File: src/rtl/timer_dev.sv
// Memory-mapped programmable down-counter timer with a maskable expiry interrupt.
// Supports one-shot and auto-reload modes; register file sits behind the system bridge.
module timer_dev #(
   parameter int CNT_W = 32
) (
   input  logic        Clk,
   input  logic        Reset,
   input  logic [1:0]  Addr,
   input  logic        WE,
   input  logic [31:0] Din,
   output logic [31:0] Dout,
   output logic        IRQ
);

   typedef enum logic [1:0] {
      S_IDLE = 2'd0,
      S_LOAD = 2'd1,
      S_CNT  = 2'd2,
      S_INT  = 2'd3
   } state_e;

   localparam logic [1:0] ADDR_CTRL   = 2'd0;
   localparam logic [1:0] ADDR_PRESET = 2'd1;
   localparam logic [1:0] ADDR_COUNT  = 2'd2;
   localparam logic [1:0] MODE_RELOAD = 2'd1;

   state_e             state_q, state_d;
   logic               en_q, en_d;
   logic [1:0]         mode_q, mode_d;
   logic               im_q, im_d;
   logic [CNT_W-1:0]   preset_q, preset_d;
   logic [CNT_W-1:0]   count_q, count_d;
   logic               irq_flag_q, irq_flag_d;

   logic wr_ctrl, wr_preset, reload_mode, count_zero;

   assign wr_ctrl     = WE && (Addr == ADDR_CTRL);
   assign wr_preset   = WE && (Addr == ADDR_PRESET);
   assign reload_mode = (mode_q == MODE_RELOAD);
   assign count_zero  = (count_q == '0);

   // NOTE: state is updated with non-blocking assignments so every register samples
   // the pre-edge values of the others; blocking here would create ordering races.
   always_ff @(posedge Clk or negedge Reset) begin
      if (!Reset) begin
         state_q    <= S_IDLE;
         en_q       <= 1'b0;
         mode_q     <= 2'd0;
         im_q       <= 1'b0;
         preset_q   <= '0;
         count_q    <= '0;
         irq_flag_q <= 1'b0;
      end else begin
         state_q    <= state_d;
         en_q       <= en_d;
         mode_q     <= mode_d;
         im_q       <= im_d;
         preset_q   <= preset_d;
         count_q    <= count_d;
         irq_flag_q <= irq_flag_d;
      end
   end

   // NOTE: every variable driven in always_comb gets a default first so no path
   // leaves it unassigned, which would otherwise infer a latch.
   always_comb begin
      state_d = state_q;
      unique case (state_q)
         S_IDLE: if (en_q) state_d = S_LOAD;
         S_LOAD: state_d = S_CNT;
         S_CNT: begin
            if (!en_q)          state_d = S_IDLE;
            else if (count_zero) state_d = S_INT;
         end
         S_INT:  state_d = reload_mode ? S_LOAD : S_IDLE;
         default: state_d = S_IDLE;
      endcase
   end

   // FSM actions first, then CPU writes so a same-cycle store overrides them.
   always_comb begin
      en_d       = en_q;
      mode_d     = mode_q;
      im_d       = im_q;
      preset_d   = preset_q;
      count_d    = count_q;
      irq_flag_d = irq_flag_q;

      unique case (state_q)
         S_LOAD: count_d = preset_q;
         S_CNT: begin
            if (en_q) begin
               if (count_zero) irq_flag_d = 1'b1;
               else            count_d    = count_q - CNT_W'(1);
            end
         end
         S_INT: begin
            if (reload_mode) irq_flag_d = 1'b0;
            else             en_d       = 1'b0;
         end
         default: ;
      endcase

      if (wr_ctrl) begin
         en_d       = Din[0];
         mode_d     = Din[2:1];
         im_d       = Din[3];
         irq_flag_d = 1'b0;
      end
      if (wr_preset) begin
         preset_d   = Din[CNT_W-1:0];
         irq_flag_d = 1'b0;
      end
   end

   always_comb begin
      Dout = 32'd0;
      unique case (Addr)
         ADDR_CTRL:   Dout = {28'd0, im_q, mode_q, en_q};
         ADDR_PRESET: Dout = 32'(preset_q);
         ADDR_COUNT:  Dout = 32'(count_q);
         default:     Dout = 32'd0;
      endcase
   end

   assign IRQ = irq_flag_q & im_q;

endmodule
File: config.mk
export PLATFORM = sky130hd
export DESIGN_NAME = timer_dev
export DESIGN_NICKNAME = d
export VERILOG_FILES = /design/src/rtl/timer_dev.sv
export SDC_FILE = /design/constraint.sdc
export NUM_CORES = 1
export LEC_CHECK = 0
export ABC_AREA = 1
export BUFFER_PORTS_ARGS = -buffer_cell sky130_fd_sc_hd__buf_2
export CORE_MARGIN = 2
export CORE_UTILIZATION = 45
export DETAILED_ROUTE_END_ITERATION = 6
export GPL_TIMING_DRIVEN = 0
export HOLD_SLACK_MARGIN = 0.12
export PLACE_DENSITY = 0.66
export SLEW_MARGIN = 40
export SYNTH_ARGS = -nofsm -noshare
export SYNTH_HDL_FRONTEND = slang
export SYNTH_SLANG_ARGS = --single-unit
File: constraint.sdc
create_clock -name Clk -period 4.1 [get_ports Clk]
set_clock_uncertainty 0.15 [all_clocks]
set_input_delay 0.82 -clock Clk [delete_from_list [all_inputs] [get_ports Clk]]
set_output_delay 0.82 -clock Clk [all_outputs]
set_load 0.02 [all_outputs]
==> flow_metrics.env <==
export IMPL_setup_viol=0
export IMPL_intPower_w=0.00188
export IMPL_p_switching_w=0.00171
export IMPL_ys_types=30
export IMPL_worstPathArrival_ns=2.61
export IMPL_hold_viol=0
export IMPL_crit_type="input port to primary output"
export IMPL_num_rows=36
export IMPL_synthArstFlopShare=1.00
export IMPL_synthTopCellsByArea="dfrtp_1 (39%), nand2_1 (14%), nor2_1 (7.4%)"
export IMPL_startpoint_type="input port"
export IMPL_fillerInstances=1031
export IMPL_ys_warn_count=0
export IMPL_final_area_um2=5350
export IMPL_synth_most_common_cell="nand2_1"
export IMPL_path_max_fanout=10
export IMPL_grt_pass1_vias=4377
export IMPL_cts_buffers=9
export IMPL_rr_endpoint="count_q[28]"
export IMPL_finalWirelength_mm=14.4
export IMPL_irDropWorstVdd_v=0.000241
export IMPL_min_path_type="input port to asynchronous set/reset pin"
export IMPL_route_detailed_drc=0
export IMPL_cts_setup_buffers=0
export IMPL_synthCells=647
export IMPL_fin_cells=866
export IMPL_critPathSlowestCell="clkbuf_1"
export IMPL_p_clk_frac=0.178
export IMPL_dp_slack_ns=0.565
export IMPL_cp_required_ns=3.13
export IMPL_min_period_ns=3.58
export IMPL_ys_ff_latch=71
export IMPL_clk_pin_slew_ns=0.08
export IMPL_die_height_um=105
export IMPL_hold_buffers=0
export IMPL_period_share=0.873
export IMPL_maxSlewViolCount=0
export IMPL_power_density_nw_per_um2=670
export IMPL_crit_path_max_incr_delay_ns=0.42
export IMPL_tightest_slew_ns=0.696
export IMPL_sw_frac_of_total=0.477
export IMPL_fmax_mhz=280
export IMPL_seqPwrFrac=0.327
export IMPL_ys_seq_area_frac=0.387
export IMPL_r2r_setup_slack_ns=1.86
export IMPL_antenna_found_initial=0
export IMPL_core_area_um2=9820
export IMPL_die_x_um=105
export IMPL_clockRootBuffer="clkbuf_8"
export IMPL_end_kind="primary output"
export IMPL_ff2ff_path_depth=10
export IMPL_die_area_um2=11000
export IMPL_cts_buffer_depth=2
export IMPL_ys_top_cells_by_count="nand2_1 (173), nor2_1 (90), inv_1 (77)"
export IMPL_grt_max_degree=53
export IMPL_cts_sinks=71
export IMPL_critical_path_cell_chain="buf_2 -> inv_1 -> nor2_1 -> clkbuf_1 -> inv_1 -> clkbuf_1 -> o22ai_1 -> buf_2"
export IMPL_clk_latency_ns=0.36
export IMPL_relSlewSlack=0.536
export IMPL_syn_to_final_growth_pct=16.6
export IMPL_outcome="completed"
export IMPL_setup_ws_ns=0.523
export IMPL_ios=70
export IMPL_syn_nets=685
export IMPL_critPathBufInv=6
export IMPL_yosysTopAreaCell="dfrtp_1"
export IMPL_critPathTopFamily="buffers and inverters"
export IMPL_drive_gt1_frac=0.202
export IMPL_ys_flop_type="dfrtp_1"
export IMPL_drv_cap=0
export IMPL_fin_nets=766
export IMPL_antenna_cells=0
export IMPL_synth_edf_count=0
export IMPL_num_vias=4630
export IMPL_drt_pass1_iterations=5
export IMPL_wire_per_inst_um=16.6
export IMPL_dr_first_iter_drc_count=407
export IMPL_synthDominantCellAreaShare=0.387
export IMPL_fin_util=0.544
export IMPL_htree_num_levels=3
export IMPL_dp_hpwl_mm=10.9
export IMPL_r2r_start="count_q[0]"
export IMPL_grt_usage=0.272
export IMPL_via_per_inst=5.35
export IMPL_register_area_um2=1780
export IMPL_initial_utilization=0.467
export IMPL_grt_ovfl_total=0
export IMPL_syn_cell_area_um2=4590
export IMPL_leakage_nw=2.72
export IMPL_ant_nets=0
export IMPL_place_port_buffers=69
export IMPL_cts_resized_gates=0
export IMPL_placed_cell_area_um2=5130
export IMPL_placed_cells=850
export IMPL_multi_input_area_um2=2320
export IMPL_rsz0062_at_grt="false"
export IMPL_grt_pass1_wl_mm=23.1
export IMPL_combPwrFrac=0.496
export IMPL_place_gp_congestion=0.985
export IMPL_tns_ns=0
export IMPL_syn_area_per_cell_um2=7.09
export IMPL_cts_tree="done"
[cells in the final DEF, fill, tap and decap left out, drive strengths merged]
cell type / instances
nand2: 186
nor2: 96
inv: 79
buf: 79
nand3: 72
dfrtp: 71
o21ai: 40
clkbuf: 27
a21oi: 26
o22ai: 24
xor2: 8
mux2: 6
nand4: 6
o211ai: 3
clkinv: 3
bufinv: 2
o221ai: 1
dlygate4sd1: 1
dlymetal6s2s: 1
and2: 1
ha: 1
[state kept, by name, indices dropped and copies added (netlist names)]
| signal | flops |
|---|---|
| mode_q | 2 |
| preset_q | 32 |
| count_q | 32 |
| irq_flag_q | 1 |
| im_q | 1 |
| en_q | 1 |
| state_q | 2 |
[cells by family after synthesis]
logic type                 synth area share
xor gates and xnor gates             0.0153
buffers and inverters                 0.106
and+or+nand+nor                       0.354
AOI/OAI and AO/OA                     0.121
DFF                                   0.387
muxes                                0.0147
adders and majority gates           0.00273
[stage by stage]
step           power, W  hold slack [ns]
2_1_floorplan   0.00243            0.303
3_3_place_gp    0.00288            0.320
3_5_place_dp    0.00292            0.334
4_1_cts         0.00356            0.138
5_1_grt         0.00386            0.139
6_report        0.00358            0.146
[power groups by stage]
stage | registers, W | clock network, W | logic (W)
floorplan | 0.00111 | 0 | 0.00132
global placement | 0.00117 | 0 | 0.00171
detailed placement | 0.00117 | 0 | 0.00175
CTS | 0.00116 | 0.000641 | 0.00176
global route | 0.00120 | 0.000675 | 0.00198
finish | 0.00117 | 0.000636 | 0.00178
[worst max-delay path by stage]
stage,start,endpoint,slack [ns],cells after the start
after CTS,Addr[0],Dout[11],0.56,8
after global placement,Addr[0],Dout[12],0.61,8
after floorplan,Addr[0],Dout[11],1.21,6
final,Addr[0],Dout[12],0.52,8
after global routing,Addr[0],Dout[12],0.36,8
after detailed placement,Addr[0],Dout[12],0.56,8
[final cells by class]
cell class,count,area share
clock buffers,11,0.0246
plain buffers,27,0.0353
clock inverters,5,0.0154
inverters,79,0.0555
flip-flops and latches,71,0.332
well taps,133,0.0311
repair buffers,70,0.0709
multi-input cells,470,0.435
[per-layer routing]
layer	routed length, um	GRT usage	share of wire
met1	6560	0.391	0.45
met2	6270	0.401	0.44
met3	1150	0.0518	0.080
met4	434	0.110	0.030
met5	0	0	0
(Power assumes the default switching activity.)
